$ cat src/rtl/uncached_dbus_bridge.sv
// ----------------------------------------------------------------------------
// uncached_dbus_bridge
//
// Responder end of the datapath's uncached data-bus port. Takes one dbus
// request at a time and turns it into a single-beat AXI3 read or write. The
// completion comes back on the dbus response. The datapath must keep req
// low until data_ok is seen, so only one request is ever in flight.
//
// Optional feature macro: UNCACHED_WBUF_EN
//   defined   - one-entry posted write buffer. A write's data_ok pulses the
//               cycle after accept and the AXI write finishes in the
//               background. addr_ok stays low until its B handshake.
//   undefined - a write's data_ok is raised only after the B handshake.
//
// Ports
//   clk, reset          clock, synchronous active-high reset
//   req_i               dbus request {valid, is_write, size, addr, data, strobe}
//   resp_o              dbus response {addr_ok, data_ok, data}
//   araddr_o/arsize_o   AR channel payload, arvalid_o / arready_i handshake
//   rdata_i             R channel data, rvalid_i / rready_o handshake
//   awaddr_o/awsize_o   AW channel payload, awvalid_o / awready_i handshake
//   wdata_o/wstrb_o     W channel payload, wvalid_o / wready_i handshake
//   bvalid_i/bready_o   B channel handshake (bresp is ignored)
// ----------------------------------------------------------------------------
package uncached_dbus_pkg;
  typedef struct packed {
    logic        valid;
    logic        is_write;
    logic [1:0]  size;
    logic [31:0] addr;
    logic [31:0] data;
    logic [3:0]  strobe;
  } dbus_req_t;

  typedef struct packed {
    logic        addr_ok;
    logic        data_ok;
    logic [31:0] data;
  } dbus_resp_t;
endpackage

module uncached_dbus_bridge
  import uncached_dbus_pkg::*;
#(
  parameter int ADDR_W = 32
) (
  input  logic              clk,
  input  logic              reset,
  input  dbus_req_t         req_i,
  output dbus_resp_t        resp_o,
  output logic [ADDR_W-1:0] araddr_o,
  output logic [2:0]        arsize_o,
  output logic              arvalid_o,
  input  logic              arready_i,
  input  logic [31:0]       rdata_i,
  input  logic              rvalid_i,
  output logic              rready_o,
  output logic [ADDR_W-1:0] awaddr_o,
  output logic [2:0]        awsize_o,
  output logic              awvalid_o,
  input  logic              awready_i,
  output logic [31:0]       wdata_o,
  output logic [3:0]        wstrb_o,
  output logic              wvalid_o,
  input  logic              wready_i,
  input  logic              bvalid_i,
  output logic              bready_o
);

  typedef enum logic [2:0] {IDLE, RD_A, RD_D, WR_AW, WR_B, DONE} state_e;

  state_e      state_q;
  logic [31:0] addr_q;
  logic [1:0]  size_q;
  logic [31:0] wdata_q;
  logic [3:0]  strobe_q;
  logic [31:0] rspData_q;
  logic        dataOk_q;
  logic        arvalid_q;
  logic        rready_q;
  logic        awvalid_q;
  logic        wvalid_q;
  logic        bready_q;
  logic        awDone;
  logic        wDone;

  // A write channel counts as done once its valid has dropped, or in the
  // cycle its handshake happens. So AW and W may finish in either order, and
  // the FSM moves on to B in the cycle the later of the two completes.
  assign awDone = ~awvalid_q | awready_i;
  assign wDone  = ~wvalid_q  | wready_i;

  // addr_ok is the only combinational output. It is offered only in IDLE.
  // It is also held low during reset, so that every output reads 0 then.
  assign resp_o.addr_ok = (state_q == IDLE) & req_i.valid & ~reset;
  assign resp_o.data_ok = dataOk_q;
  assign resp_o.data    = rspData_q;

  // AXI payloads come straight from the request latched at accept. Reads and
  // writes share one address/size latch because only one is ever in flight.
  assign araddr_o  = ADDR_W'(addr_q);
  assign awaddr_o  = ADDR_W'(addr_q);
  assign arsize_o  = {1'b0, size_q};
  assign awsize_o  = {1'b0, size_q};
  assign wdata_o   = wdata_q;
  assign wstrb_o   = strobe_q;
  assign arvalid_o = arvalid_q;
  assign rready_o  = rready_q;
  assign awvalid_o = awvalid_q;
  assign wvalid_o  = wvalid_q;
  assign bready_o  = bready_q;

  // Main transaction FSM. All handshake outputs are registered and change
  // together with the state. data_ok and the response data are one-cycle
  // pulses: they default back to 0 every cycle, and the FSM sets them only
  // in the cycle before they are meant to appear. The read or write
  // direction is held in the state itself, so is_write needs no register.
  always_ff @(posedge clk) begin
    if (reset) begin
      state_q   <= IDLE;
      addr_q    <= '0;
      size_q    <= '0;
      wdata_q   <= '0;
      strobe_q  <= '0;
      rspData_q <= '0;
      dataOk_q  <= 1'b0;
      arvalid_q <= 1'b0;
      rready_q  <= 1'b0;
      awvalid_q <= 1'b0;
      wvalid_q  <= 1'b0;
      bready_q  <= 1'b0;
    end else begin
      dataOk_q  <= 1'b0;
      rspData_q <= '0;
      case (state_q)
        IDLE: begin
          if (req_i.valid) begin
            addr_q   <= req_i.addr;
            size_q   <= req_i.size;
            wdata_q  <= req_i.data;
            strobe_q <= req_i.strobe;
            if (req_i.is_write) begin
              awvalid_q <= 1'b1;
              wvalid_q  <= 1'b1;
              state_q   <= WR_AW;
`ifdef UNCACHED_WBUF_EN
              dataOk_q  <= 1'b1;
`endif
            end else begin
              arvalid_q <= 1'b1;
              state_q   <= RD_A;
            end
          end
        end
        RD_A: begin
          if (arready_i) begin
            arvalid_q <= 1'b0;
            rready_q  <= 1'b1;
            state_q   <= RD_D;
          end
        end
        RD_D: begin
          if (rvalid_i) begin
            rready_q  <= 1'b0;
            rspData_q <= rdata_i;
            dataOk_q  <= 1'b1;
            state_q   <= DONE;
          end
        end
        WR_AW: begin
          if (awvalid_q && awready_i) begin
            awvalid_q <= 1'b0;
          end
          if (wvalid_q && wready_i) begin
            wvalid_q <= 1'b0;
          end
          if (awDone && wDone) begin
            bready_q <= 1'b1;
            state_q  <= WR_B;
          end
        end
        WR_B: begin
          if (bvalid_i) begin
            bready_q <= 1'b0;
`ifdef UNCACHED_WBUF_EN
            state_q  <= IDLE;
`else
            dataOk_q <= 1'b1;
            state_q  <= DONE;
`endif
          end
        end
        DONE: begin
          state_q <= IDLE;
        end
        default: begin
          state_q <= IDLE;
        end
      endcase
    end
  end

endmodule

$ cat config.mk
export PLATFORM = sky130hd
export DESIGN_NAME = uncached_dbus_bridge
export DESIGN_NICKNAME = d
export VERILOG_FILES = /design/src/rtl/uncached_dbus_bridge.sv
export SDC_FILE = /design/constraint.sdc
export NUM_CORES = 1
export LEC_CHECK = 0
export BUFFER_PORTS_ARGS = -buffer_cell sky130_fd_sc_hd__buf_4
export CAP_MARGIN = 20
export CORE_AREA = 2 2 100 102
export CTS_CLUSTER_DIAMETER = 40
export DETAILED_ROUTE_END_ITERATION = 7
export DIE_AREA = 0 0 102 104
export GPL_TIMING_DRIVEN = 1
export PLACE_DENSITY = 0.79
export RECOVER_POWER = 100
export SLEW_MARGIN = 30
export SYNTH_ARGS = -nofsm -noshare
export SYNTH_HDL_FRONTEND = slang
export SYNTH_SLANG_ARGS = --single-unit
$ cat constraint.sdc
create_clock -name clk -period 3.4 [get_ports clk]
set_input_delay 0.68 -clock clk [delete_from_list [all_inputs] [get_ports clk]]
set_output_delay 0.68 -clock clk [all_outputs]
set_load 0.02 [all_outputs]
; Word level (Yosys, flattened, before mapping)
; Index checks and enable logic that the tools add are counted.
[classes]
eq_ne = 13
shifts = 0
addsub = 0
bitwise = 9
mux = 26
order_cmp = 0
n_div = 0
multipliers = 0
reduce_logical = 16
[ops]
columns = op, count
row1 = "2-bit inequality test, second input constant", 9
row2 = 3-bit 2-to-1 mux, 5
row3 = 3-bit one-hot mux with 5 select lines, 1
row4 = 1-bit 2-to-1 mux, 13
row5 = 1-bit one-hot mux with 2 select lines, 6
row6 = 4-bit AND reduction, 3
row7 = 2-bit nonzero test, 4
row8 = "3-bit by 2-bit equality test with 1-bit output, second input constant", 2
row9 = 3-bit AND reduction, 2
row10 = 1-bit NOT, 5
row11 = 5-bit AND reduction, 1
row12 = "3-bit by 1-bit equality test with 1-bit output, second input constant", 1
row13 = "3-bit equality test, second input constant", 1
row14 = 1-bit logical AND, 3
row15 = 3-bit logical NOT, 1
row16 = 3-bit OR reduction, 1
row17 = 1-bit bitwise AND, 2
row18 = 2-bit 2-to-1 mux, 1
row19 = 1-bit OR, 2
row20 = 2-bit AND reduction, 1
[word_totals]
rom_bits = 0
memories = 0
reg_bits = 111
output_inout_bits = 145
ram_bits = 0
inputBits = 111
latch_bits = 0
wordCells = 76

; Depth between registers and ports, before layout
[logic_depth]
word_depth = 5
depth_mapped = 6
depth_no_buf = 3

; Worst setup path after synthesis
; No wires, ideal clock.
[synth_timing]
path_type = input-to-output
from = input req_i[71] (netlist name)
to = output resp_o[33] (netlist name)
arrival_time_ps = 1692
required_time_ps = 2720
stages = 4
setup_slack_ps = 1028
path_buffers = 2
cell_sequence = or4b_1 buf_4 buf_6 nor2_1
[synth_lines]
columns = element, line
row1 = "start, declared", 49  ; input dbus_req_t req_i,
row2 = "end, declared", 50  ; output dbus_resp_t resp_o,

==> impl_metrics.yaml <==
outcome:
  status: "completed"
sta:
  rsz0062_at_grt: "no"
  fin_skew_ns: 0.00387
  slew-limit-headroom_pct: 8.20
  hold_viol_final: 0
  fin_crit_sh_pct: 76.0
  max_freq_mhz: 387
  finalMaxSlewViolations: 0
  tns_ns: 0
  timing.hold.ws_ns: 0.458
  tightest_slew_ns: 1.38
  min_period_ns: 2.58
  finalSetupViolCount: 0
yosys:
  synth-compound-area-share_pct: 12.1
  avgSynthCellArea_um2: 8.79
  yosysSeqAreaShare_pct: 54.7
  synth_xor_area_share_pct: 0
  synthCells: 462
  muxShareOfSynthArea_pct: 0
  synth_cell_types: 30
  ys.warnings.count: 0
  synth_area_um2: 4060
  ys_seq_elements: 111
  synth_simple_gate_area_share_pct: 20.9
  synth_top_family_by_area: "simple AND/OR/NAND/NOR gates"
  synthAdderAreaFrac_pct: 0
die:
  dieArea_um2: 10600
  rows: 36
  die_w_um: 102
  core_area_um2: 9550
  die_y_um: 104
  ios: 256
  start_util_pct: 42.5
detailed_routing:
  drt_iter0_markers: 120
  vias_per_cell: 4.65
  route.detailed.drc: 0
  firstDrtPassIters: 4
  wl_met1_mm: 4.14
  drtAntennaViolNets: 0
  wl_mm: 11.3
  routed.top_layer: "met4"
  num_vias: 3727
  dr_wl_met3_mm: 1.11
  wire_per_inst_um: 14.1
  dr_wl_met2_mm: 5.70
worst_setup_path:
  worstRegToRegCells: 4
  critPathMaxStageDelay_ns: 0.71
  path_cells: "or4b_2, nor2_1, clkbuf_1"
  critPathLaunchType: "flop"
  crit_start: "state_q[1]"
  regToRegSetupSlack_ns: 0.93
  cp.required_ns: 2.72
  cp.arrival_ns: 1.90
  end_kind: "output pin"
  crit_slowest_cell: "or4b_2"
  cp_max_fo: 12
  r2r-start: "state_q[1]"
  r2r-end: "wdata_o[24]"
  criticalPathCategory: "flop to output pin"
layout:
  mostFrequentLayoutCells: "clkbuf_1 (150), nand2_1 (141), buf_4 (112), dfxtp_1 (111), a21oi_1 (74)"
  layout.nets: 775
  syn_to_final_growth_pct: 30.2
  drive_gt1_share_pct: 18.8
  diodes: 0
  final_common_cell: "clkbuf_1"
cts:
  numCtsBuffers: 9
  cts_buffer_depth: 2
  clkTransAtPathRegs_ns: 0.09
  hold_buffers: 0
  clockRootBuffer: "clkbuf_8"
  cts_max_level: 3
  insertion_delay_ns: 0.36
  post-cts-setup-buffers: 0
  clock_sinks: 111
  cts_tree: "built"
  cts_resized: 0
place:
  place_hpwl_mm: 8.43
  port_buffers: 253
  gp_congestion: 0.783
grt:
  antenna_found_initial: 0
  overflow: 0
  track_usage_pct: 20.0
  grt_max_degree: 71
  grt_pass1_wl_mm: 16.6
  grt_pass1_vias: 3513
power_and_ir_drop:
  powerDensity_nw_per_um2: 558
  vdd_drop_max_uv: 343
  p_leak_uw: 0.00212
hold_path:
  hold_depth: 2
  hold_path_end: "wdata_o[22]"
  hp-class: "flop to flop"
  holdCritStartpoint: "wdata_o[22]"
flow_run:
  drv_cap: 0
## stage by stage
stage / setup WS, ns / total power (µW) / util, % / std cells / area, µm²
3_5_place_dp: 1.06 / 2420 / 59.6 / 786 / 5690
2_1_floorplan: 1.03 / 2110 / - / 463 / 4070
6_report: 0.816 / 2950 / 55.4 / 802 / 5290
3_3_place_gp: 1.04 / 2400 / 59.6 / 786 / 5690
5_1_grt: 0.722 / 3110 / 55.4 / 802 / 5290
4_1_cts: 0.903 / 3120 / 61.4 / 802 / 5860
## worst max-delay path by stage
stage	slack, ns	endpoint	cells after the start
final	0.82	resp_o[33]	3
after detailed placement	1.06	resp_o[33]	4
after CTS	0.90	resp_o[33]	3
after global routing	0.72	resp_o[33]	3
after global placement	1.04	resp_o[33]	4
after floorplan	1.03	resp_o[33]	4
## flip-flops by register name, indices dropped and copies added (netlist names), 2 cells and up
signal,flops
state_q,3
rspData_q,32
size_q,2
araddr_o,32
wdata_o,32
wstrb_o,4
## Yosys cell counts
master,number,area (µm²)
nand4bb_1,1,11.3
nor2b_4,1,13.8
buf_6,7,78.8
a2111oi_0,1,8.76
nand2_1,141,529
a221oi_1,1,8.76
nor2_1,5,18.8
o31ai_1,1,7.51
buf_4,46,345
nand3b_1,1,7.51
a221oi_2,1,15.0
nor2b_1,2,12.5
nor4b_1,1,8.76
and2_1,32,200
a311oi_1,4,35.0
a21o_1,2,15.0
buf_2,3,15.0
inv_2,1,3.75
dfxtp_1,111,2220
o21ai_0,1,5.00
or4b_4,1,13.8
nor3_1,2,10.0
clkbuf_1,12,45.0
a21oi_1,74,370
inv_1,2,7.51
or4b_1,1,10.0
nand2b_1,2,12.5
a31oi_1,3,18.8
a2bb2oi_1,1,8.76
conb_1,1,3.75
## metal layers
layer  track usage [%]  up-vias
li1                  -     1850
met1              20.6     1657
met2              36.4      196
met3              5.78       24
met4              9.33        0
met5                 0        -
## layout make-up
| type | instances | area, µm² |
|---|---|---|
| Tap cell | 133 | 166 |
| Fill cell | 992 | 4260 |
| Sequential cell | 111 | 2220 |
| Timing Repair Buffer | 258 | 1390 |
| Inverter | 3 | 11.3 |
| Multi-Input combinational cell | 281 | 1330 |
| Clock buffer | 16 | 170 |
## critical path: cells and delay by family (launching register included)
kind / cells / cell delay (ns)
buffers and inverters: 1 / 0.30
DFF: 1 / 0.42
and+or+nand+nor: 2 / 0.82
## kinds of logic (layout without fill, tap and decap cells)
| logic type | count (synthesis) | in the layout |
|---|---|---|
| buf+inv | 71 | 277 |
| flops | 111 | 111 |
| compound gates | 89 | 89 |
| simple gates | 190 | 190 |
| other cells | 1 | 2 |
## power by group
| group | total, µW | switching (µW) | leakage [µW] | internal, µW |
|---|---|---|---|---|
| registers | 1500 | 82.4 | 0.000905 | 1420 |
| clock network | 706 | 396 | 0.0000850 | 310 |
| logic | 745 | 501 | 0.00113 | 244 |
No activity file was read; power rests on OpenSTA's default activity.
